## src/rtl/exc_pkg.sv

```systemverilog
// Shared constants for the MEM-stage exception arbiter: ExcCodes, cause-vector
// bit positions, CP0 field positions and the arbiter FSM state type.
package exc_pkg;

    localparam logic [4:0] EXC_INT  = 5'h00;
    localparam logic [4:0] EXC_ADEL = 5'h04;
    localparam logic [4:0] EXC_SYS  = 5'h08;
    localparam logic [4:0] EXC_BP   = 5'h09;
    localparam logic [4:0] EXC_RI   = 5'h0A;
    localparam logic [4:0] EXC_OV   = 5'h0C;
    localparam logic [4:0] EXC_ERET = 5'h1E;
    localparam logic [4:0] EXC_NONE = 5'h1F;

    localparam int BIT_SYS    = 0;
    localparam int BIT_BP     = 1;
    localparam int BIT_ERET   = 2;
    localparam int BIT_OV     = 3;
    localparam int BIT_ADEL_D = 4;
    localparam int BIT_ADEL_F = 5;
    localparam int BIT_RI     = 6;
    localparam int BIT_BTS    = 7;

    localparam int ST_IE_BIT    = 0;
    localparam int ST_EXL_BIT   = 1;
    localparam int ST_IM_LSB    = 8;
    localparam int CA_IP_LSB    = 8;

    typedef enum logic [1:0] {
        ST_IDLE     = 2'd0,
        ST_FLUSH    = 2'd1,
        ST_REDIRECT = 2'd2
    } exc_state_e;

    // Cause-vector bit index to ExcCode; bit 7 and anything unknown is EXC_NONE.
    function automatic logic [4:0] code_of_bit(input int idx);
        logic [4:0] code;
        case (idx)
            BIT_SYS:    code = EXC_SYS;
            BIT_BP:     code = EXC_BP;
            BIT_ERET:   code = EXC_ERET;
            BIT_OV:     code = EXC_OV;
            BIT_ADEL_D: code = EXC_ADEL;
            BIT_ADEL_F: code = EXC_ADEL;
            BIT_RI:     code = EXC_RI;
            default:    code = EXC_NONE;
        endcase
        return code;
    endfunction

endpackage

```

## src/rtl/exc_prio_enc.sv

```systemverilog
// Fixed-priority cause encoder: interrupt first, then the lowest set bit of
// the synchronous exception vector.
module exc_prio_enc
    import exc_pkg::*;
#(
    parameter int NUM_SRC = 8
) (
    input  logic [NUM_SRC-1:0] exc_vec,
    input  logic               int_pend,
    output logic [4:0]         exc_code,
    output logic               is_eret
);

    logic [4:0] vec_code_s;

    // Scan downward so the lowest set bit is the last one to overwrite.
    always_comb begin
        vec_code_s = EXC_NONE;
        for (int i = NUM_SRC - 1; i >= 0; i--) begin
            vec_code_s = exc_vec[i] ? code_of_bit(i) : vec_code_s;
        end
    end

    // Interrupt overrides everything, including ERET.
    always_comb begin
        exc_code = EXC_NONE;
        is_eret  = 1'b0;
        if (int_pend) begin
            exc_code = EXC_INT;
            is_eret  = 1'b0;
        end else begin
            exc_code = vec_code_s;
            is_eret  = (vec_code_s == EXC_ERET);
        end
    end

endmodule

```

## src/rtl/exc_arbiter.sv

```systemverilog
// MEM-stage exception arbiter: selects a cause, pulses the CP0 commit, holds a
// flush and then hands a redirect PC to IF. Optional macro: EXC_INT_SYNC_EN.
module exc_arbiter
    import exc_pkg::*;
#(
    parameter int          NUM_SRC      = 8,
    parameter int          NUM_HWINT    = 6,
    parameter logic [31:0] VEC_BASE     = 32'hBFC00380,
    parameter int          FLUSH_CYCLES = 2
) (
    input  logic                 clk,
    input  logic                 resetn,
    input  logic                 valid_i,
    input  logic                 stall_i,
    input  logic [31:0]          pc_i,
    input  logic [31:0]          instr_i,
    input  logic [31:0]          badvaddr_i,
    input  logic [NUM_SRC-1:0]   exc_vec_i,
    input  logic                 in_delayslot_i,
    input  logic                 we_mem_i,
    input  logic [3:0]           wen_i,
    input  logic [NUM_HWINT-1:0] hw_int_i,
    input  logic [31:0]          cp0_status_i,
    input  logic [31:0]          cp0_cause_i,
    input  logic [31:0]          cp0_epc_i,
    input  logic                 redirect_ready_i,
    output logic [3:0]           wen_o,
    output logic                 flush_o,
    output logic                 busy_o,
    output logic                 cp0_we_o,
    output logic [31:0]          cp0_epc_o,
    output logic [31:0]          cp0_badvaddr_o,
    output logic                 cp0_bd_o,
    output logic [4:0]           exc_code_o,
    output logic [31:0]          exc_instr_o,
    output logic                 redirect_valid_o,
    output logic [31:0]          redirect_pc_o
);

    localparam logic [3:0] FLUSH_LOAD = 4'(FLUSH_CYCLES - 1);

    exc_state_e  state_r, state_nx_s;
    logic [3:0]  cnt_r, cnt_nx_s;
    logic        flush_r, flush_nx_s;
    logic        busy_r, busy_nx_s;
    logic        rv_r, rv_nx_s;
    logic        cp0_we_r, cp0_we_nx_s;
    logic [31:0] epc_r, bva_r, instr_r, rpc_r;
    logic        bd_r;
    logic [4:0]  code_r;

    logic [NUM_HWINT-1:0] hw_int_s;
    logic [7:0]  hw_ip_s, ip_s, im_s;
    logic        int_pend_s, take_s, is_eret_s;
    logic [4:0]  exc_code_s;

`ifdef EXC_INT_SYNC_EN
    logic [NUM_HWINT-1:0] sync1_r, sync2_r;

    // Two-flop synchronizer for the asynchronous interrupt lines.
    always_ff @(posedge clk or negedge resetn) begin
        if (!resetn) begin
            sync1_r <= '0;
            sync2_r <= '0;
        end else begin
            sync1_r <= hw_int_i;
            sync2_r <= sync1_r;
        end
    end

    assign hw_int_s = sync2_r;
`else
    assign hw_int_s = hw_int_i;
`endif

    // Hardware lines occupy IP[7:2]; NUM_HWINT is expected to be at most 6.
    assign hw_ip_s    = 8'({hw_int_s, 2'b00});
    assign ip_s       = cp0_cause_i[CA_IP_LSB +: 8] | hw_ip_s;
    assign im_s       = cp0_status_i[ST_IM_LSB +: 8];
    assign int_pend_s = cp0_status_i[ST_IE_BIT] & ~cp0_status_i[ST_EXL_BIT] & (|(ip_s & im_s));
    assign take_s     = (state_r == ST_IDLE) & valid_i & ~stall_i & ((|exc_vec_i) | int_pend_s);

    logic unused_s;
    assign unused_s = ^{cp0_status_i[31:16], cp0_status_i[7:2], cp0_cause_i[31:16], cp0_cause_i[7:0]};

    exc_prio_enc #(.NUM_SRC(NUM_SRC)) u_prio (
        .exc_vec  (exc_vec_i),
        .int_pend (int_pend_s),
        .exc_code (exc_code_s),
        .is_eret  (is_eret_s)
    );

    // Stores of the excepting instruction never reach memory.
    always_comb begin
        if (we_mem_i && valid_i && (state_r == ST_IDLE) && !take_s) begin
            wen_o = wen_i;
        end else begin
            wen_o = 4'b0000;
        end
    end

    // Next-state and next registered-output logic.
    always_comb begin
        state_nx_s  = state_r;
        cnt_nx_s    = cnt_r;
        flush_nx_s  = flush_r;
        rv_nx_s     = rv_r;
        cp0_we_nx_s = 1'b0;
        case (state_r)
            ST_IDLE: begin
                if (take_s) begin
                    state_nx_s  = ST_FLUSH;
                    cnt_nx_s    = FLUSH_LOAD;
                    flush_nx_s  = 1'b1;
                    cp0_we_nx_s = ~is_eret_s;
                end else begin
                    flush_nx_s = 1'b0;
                    rv_nx_s    = 1'b0;
                end
            end
            ST_FLUSH: begin
                if (cnt_r == 4'd0) begin
                    state_nx_s = ST_REDIRECT;
                    flush_nx_s = 1'b0;
                    rv_nx_s    = 1'b1;
                end else begin
                    cnt_nx_s = cnt_r - 4'd1;
                end
            end
            ST_REDIRECT: begin
                if (rv_r && redirect_ready_i) begin
                    state_nx_s = ST_IDLE;
                    rv_nx_s    = 1'b0;
                end else begin
                    rv_nx_s = 1'b1;
                end
            end
            default: begin
                state_nx_s = ST_IDLE;
                cnt_nx_s   = 4'd0;
                flush_nx_s = 1'b0;
                rv_nx_s    = 1'b0;
            end
        endcase
        busy_nx_s = (state_nx_s != ST_IDLE);
    end

    // FSM state and control output registers.
    always_ff @(posedge clk or negedge resetn) begin
        if (!resetn) begin
            state_r  <= ST_IDLE;
            cnt_r    <= 4'd0;
            flush_r  <= 1'b0;
            busy_r   <= 1'b0;
            rv_r     <= 1'b0;
            cp0_we_r <= 1'b0;
        end else begin
            state_r  <= state_nx_s;
            cnt_r    <= cnt_nx_s;
            flush_r  <= flush_nx_s;
            busy_r   <= busy_nx_s;
            rv_r     <= rv_nx_s;
            cp0_we_r <= cp0_we_nx_s;
        end
    end

    // Event payload captured at the take edge and held until the next take.
    always_ff @(posedge clk or negedge resetn) begin
        if (!resetn) begin
            epc_r   <= 32'd0;
            bva_r   <= 32'd0;
            bd_r    <= 1'b0;
            code_r  <= 5'd0;
            instr_r <= 32'd0;
            rpc_r   <= 32'd0;
        end else if (take_s) begin
            epc_r   <= in_delayslot_i ? (pc_i - 32'd4) : pc_i;
            bd_r    <= in_delayslot_i;
            code_r  <= exc_code_s;
            instr_r <= instr_i;
            rpc_r   <= is_eret_s ? cp0_epc_i : VEC_BASE;
            if (exc_code_s == EXC_ADEL) begin
                bva_r <= exc_vec_i[BIT_ADEL_D] ? badvaddr_i : pc_i;
            end else begin
                bva_r <= bva_r;
            end
        end else begin
            epc_r <= epc_r;
        end
    end

    assign flush_o          = flush_r;
    assign busy_o           = busy_r;
    assign cp0_we_o         = cp0_we_r;
    assign cp0_epc_o        = epc_r;
    assign cp0_badvaddr_o   = bva_r;
    assign cp0_bd_o         = bd_r;
    assign exc_code_o       = code_r;
    assign exc_instr_o      = instr_r;
    assign redirect_valid_o = rv_r;
    assign redirect_pc_o    = rpc_r;

endmodule
```

## config.mk

```make
export PLATFORM = sky130hd
export DESIGN_NAME = exc_arbiter
export DESIGN_NICKNAME = d
export VERILOG_FILES = /design/src/rtl/exc_pkg.sv /design/src/rtl/exc_prio_enc.sv /design/src/rtl/exc_arbiter.sv
export SDC_FILE = /design/constraint.sdc
export NUM_CORES = 1
export LEC_CHECK = 0
export CAP_MARGIN = 20
export CORE_AREA = 2 2 137 139
export CTS_BUF_LIST = sky130_fd_sc_hd__clkbuf_4
export DETAILED_ROUTE_END_ITERATION = 8
export DIE_AREA = 0 0 139 141
export PLACE_DENSITY = 0.76
export SYNTH_ARGS = -nofsm -noshare
export SYNTH_HDL_FRONTEND = slang
export SYNTH_SLANG_ARGS = --single-unit
```

## constraint.sdc

```tcl
create_clock -name clk -period 4.54 [get_ports clk]
set_clock_uncertainty 0.05 [all_clocks]
set_input_delay 0.908 -clock clk [delete_from_list [all_inputs] [get_ports clk]]
set_output_delay 0.908 -clock clk [all_outputs]
set_load 0.05 [all_outputs]
```

# Yosys cells after proc, flatten, opt, wreduce, memory -nomap -nowiden
# Cells that the tools add are included.
[word_totals]
register_bits = 144
inputBits = 217
output_inout_bits = 142
elab_cells = 77
[op_classes]
addsub = 2
eq_ne = 8
n_mux = 29
bitwise = 12
reduce_logical = 14
[ops]
columns = ["op", "n"]
rows = [
  ["$mux W32", 3],
  ["$mux W5", 8],
  ["$sub A32 B3 Y32 const B", 1],
  ["$reduce_or A8 Y1", 2],
  ["$mux W4", 3],
  ["$pmux W4 S3", 1],
  ["$and A8 B8 Y8", 1],
  ["$mux W1", 8],
  ["$ne A2 B2 Y1 const B", 4],
  ["$or A8 B8 Y8", 1],
  ["$mux W2", 3],
  ["$pmux W1 S3", 2],
  ["$pmux W2 S3", 1],
  ["$reduce_and A2 Y1", 3],
  ["$and A1 B1 Y1", 5],
  ["$eq A5 B3 Y1 const B", 1],
  ["$eq A5 B5 Y1 const B", 1],
  ["$logic_and A1 B1 Y1", 4],
  ["$logic_not A4 Y1", 1],
  ["$not A1 Y1", 4],
  ["$sub A4 B1 Y4 const B", 1],
  ["$reduce_and A3 Y1", 1],
  ["$eq A2 B1 Y1 const B", 1],
  ["$eq A2 B2 Y1 const B", 1],
  ["other kinds (4)", 4],
]

# Depth between registers and ports, before layout
[logic_depth]
ltp_word = 12
ltp_mapped = 10
ltp_nobuf = 8

# By module
# Synthesis repeated with hierarchy kept, for this count alone.
[hier_totals]
hier_cells = 720
area_unflattened_um2 = 6591.3
[modules_own_cells]
columns = ["mod", "n_inst", "cells_per_inst", "area_per_inst_um2"]
rows = [
  ["exc_arbiter", 1, 706, 6485.0],
  ["exc_prio_enc", 1, 14, 106.4],
]

# Least setup slack after synthesis
# OpenSTA, ideal clock, no wires.
[synth_path]
path_type = "input -> output"
from = "in exc_vec_i[4]"
to = "out wen_o[0]"
arrival_time_ns = 2.483
required_time_ns = 3.582
setup_slack_ns = 1.099
path_stages = 8
n_path_buf = 2
path_cell_list = "buf_2 or2_1 nor4_2 a21o_1 o21ai_2 buf_6 nor2_1 and2_1"
[synth_via]
elab_chain_len = 6
[synth_rtl]
columns = ["element", "line", "rtl"]
rows = [
  ["from (decl)", "exc_arbiter.sv:18", "input logic [NUM_SRC-1:0] exc_vec_i,"],
  ["$reduce_or A8 Y1", "exc_arbiter.sv:81", "assign take_s = (state_r == ST_IDLE) & valid_i & ~stall_i & ((|exc_vec_i) | int_pend_s);"],
  ["$or A1 B1 Y1", "exc_arbiter.sv:81", ""],
  ["$and A1 B1 Y1", "exc_arbiter.sv:81", ""],
  ["$logic_not A1 Y1", "exc_arbiter.sv:95", "if (we_mem_i && valid_i && (state_r == ST_IDLE) && !take_s) begin"],
  ["$logic_and A1 B1 Y1", "exc_arbiter.sv:95", ""],
  ["$mux W4", "exc_arbiter.sv:95", ""],
  ["to (decl)", "exc_arbiter.sv:27", "output logic [3:0] wen_o,"],
]
# No other way between the ends.

# Worst setup path in the final report
[layout_path]
from = "in exc_vec_i[2]"
to = "out wen_o[3]"
# The elaborated chain is that of the path after synthesis.

==> impl_metrics.yaml <==
grt:
  grt_pass1_vias: 5728
  antenna_found_initial: 0
  grtUsageTotal_pct: 19.88
  globalRouteOverflowTotal: 0
  grt_max_degree: 75
  grt_pass1_wl_um: 30910
yosys:
  syn_inst: 620
  synth_area_leaders: "dfrtp_1 54%, nand2_1 8.4%, mux2_1 5.4%"
  async_reset_ff_share_pct: 100.0
  synth_top_family_by_area: "simple AND/OR/NAND/NOR gates"
  synth_xor_area_share_pct: 3.442
  yosysTopAreaCellShare_pct: 54.46
  ys_ff_latch: 144
  synth_compound_area_share_pct: 10.72
  yosys_warnings: 0
  synth_edf_count: 0
  yosys-top-cells-count: "148 x nand2_1, 144 x dfrtp_1, 35 x o21ai_1, 32 x mux2_1, 31 x mux2_2"
  yosysMostFrequentCell: "nand2_1"
  yosys.area_share.simple_pct: 15.96
  synthMuxAreaShare_pct: 10.87
  yosysTopAreaCell: "dfrtp_1"
  post_synth.cell_area_avg_um2: 10.67
  syn-cell-area_um2: 6616
  synthesis.nets: 844
  seq_area_frac_synth_pct: 54.46
  synth_ff_type: "dfrtp_1"
  ys_types: 58
  synthAdderAreaFrac_pct: 1.324
job:
  drv_cap: 0
finish:
  antenna-diode-count: 0
  area_delta_synth_final_pct: 55.65
  drive_gt1_share_pct: 9.392
  design.final.nets: 1148
floorplan:
  pin_count: 359
  start_util_pct: 36.22
  die_area_um2: 19600
  die_h_um: 141
  core_um2: 18270
  fp-row-count: 50
  die_x_um: 139
timing:
  slew_violations: 0
  finalSetupTns_ps: 0
  max_freq_ghz: 0.2636
  finalSetupViolations: 0
  rsz0062_at_grt: "false"
  finalHoldViolations: 0
  worstMarginPinSlew_ps: 862.2
  fin_crit_sh_pct: 83.56
  period_needed_ps: 3794
  max_slew_margin_pct: 42.52
  setup_slack_ps: 746.4
power_and_ir_drop:
  p_per_area_nw_per_um2: 597.0
  p_leak_nw: 4.437
  peakVddDrop_v: 0.0003699
worst_setup_path:
  path_class: "input port to primary output"
  crit_fanout: 8
  endpoint_kind: "primary output"
  reg2reg_to: "redirect_pc_o[13]$_DFFE_PN0P_"
  rrSetupSlack_ps: 1250
  cp-start-kind: "input port"
  cp.required_ps: 3580
  slowest_stage: "clkdlybuf4s50_1"
  r2r_cells: 8
  startpoint: "exc_vec_i[2]"
  cp_slowest_stage_delay_ps: 540
  cp_cell_sequence: "clkdlybuf4s50_1, nor4_2, a21o_1, o21ai_4, nor2_1, and2_1, buf_12"
  r2r-start: "state_r[1]$_DFF_PN0_"
  cp.arrival_ps: 2840
clock_network:
  cts.htree.levels: 4
  clk_pin_slew_worst_paths_ps: 140
  root_buffer: "clkbuf_4"
  cts_buffers: 17
  cts.sinks: 144
  clock_latency_ps: 510
  ctsHoldBuffers: 0
  ctsResizeCount: 0
  post-cts-setup-buffer-count: 0
  cts_buffer_depth: 2
  cts_tree: "built"
placed_design:
  dp_hpwl_um: 14460
  pre_cts_ws_ps: 702.5
  portBuffers: 312
  gp_congestion: 0.7855
run_status:
  run_status: "finished clean"
routing:
  vias_per_cell: 4.845
  wl_per_cell_um: 16.67
  ant_nets: 0
  dr_total_vias: 5674
  drt-pass1-iter-count: 5
  drc: 0
  drt-initial-drc-count: 180
  totalWireLength_um: 19520
worst_hold_path:
  min_path_type: "input port to asynchronous set/reset pin"
-- layout make-up --
cell class / count / area [um2]
multi-input combinational: 431 / 2816
clock buffer: 17 / 127.6
inverter: 12 / 45.04
fill: 1632 / 7969
clock inverter: 15 / 183.9
tap: 234 / 292.8
sequential: 144 / 3603
timing repair buffer: 318 / 3229
-- placed cells by master, fill, tap and decap left out, types with 5 or more instances in the layout --
cell type | Yosys | layout
inv_1 | 12 | 12
mux2_2 | 31 | 31
ha_1 | 7 | 7
xnor2_1 | 16 | 16
o21ai_1 | 35 | 35
a21oi_1 | 7 | 7
buf_12 | 0 | 6
dfrtp_1 | 144 | 144
clkdlybuf4s50_1 | 0 | 306
mux2_1 | 32 | 32
clkbuf_4 | 0 | 17
nand2_1 | 148 | 148
xor2_1 | 10 | 10
nand3_1 | 6 | 6
a22o_1 | 20 | 20
nor2_1 | 28 | 28
nand2b_1 | 5 | 5
o22a_1 | 13 | 13
o21ai_0 | 11 | 11
-- state kept, by name, summed over array words and instances (netlist names) --
signal,cells
busy_o,1
redirect_valid_o,1
flush_o,1
cp0_epc_o,32
cp0_bd_o,1
exc_code_o,5
cp0_we_o,1
cnt_r,4
redirect_pc_o,32
exc_instr_o,32
state_r,2
cp0_badvaddr_o,32
-- critical path, delay by kind of cell --
family	cells	cell delay [ps]
buf+inv	2	680
compound gates	2	320
simple gates	3	910
-- routing by layer --
metal,GRT usage (%),up-vias,part of all wire [%]
li1,-,2735,-
met1,22.93,2707,40
met2,34.66,209,50
met3,7.948,23,9.1
met4,5.051,0,1.4
met5,0,-,0
-- kinds of logic (layout without fill, tap and decap cells) --
group,after synthesis,count (layout)
AO/OA/AOI/OAI,106,106
XOR/XNOR,26,26
adder cells (fa/ha/maj),7,7
buffers and inverters,45,362
flip-flops,144,144
multiplexers,64,64
AND/OR/NAND/NOR,228,228
-- power breakdown --
group	internal, W	leakage [nW]	total, W	switching [W]
Sequential	0.00170	1.81	0.00191	0.000211
Combinational	0.00113	2.47	0.00334	0.00220
Clock	0.000390	0.160	0.000903	0.000513
Total	0.00322	4.44	0.00615	0.00293
-- per-stage QoR --
| step | power [W] | util (%) | hold slack, ps | area [um2] | std cells |
|---|---|---|---|---|---|
| 6_report | 0.006148 | 56.38 | 316.8 | 10300 | 1171 |
| 5_1_grt | 0.006492 | 56.38 | 302.9 | 10300 | 1171 |
| 4_1_cts | 0.006224 | 56.38 | 294.0 | 10300 | 1171 |
| 3_5_place_dp | 0.005310 | 54.67 | 404.5 | 9987 | 1139 |
| 3_3_place_gp | 0.005260 | 54.67 | 399.3 | 9987 | 1139 |
| 2_1_floorplan | 0.004047 | - | 451.2 | 6616 | 620 |
-- worst max path at each step --
stage	endpoint	slack [ps]
after detailed placement	wen_o[1]	700
after global placement	wen_o[3]	760
after global routing	wen_o[1]	600
after CTS	wen_o[1]	690
final	wen_o[3]	750
after floorplan	wen_o[0]	1100
Power figures use the tool's default switching activity.
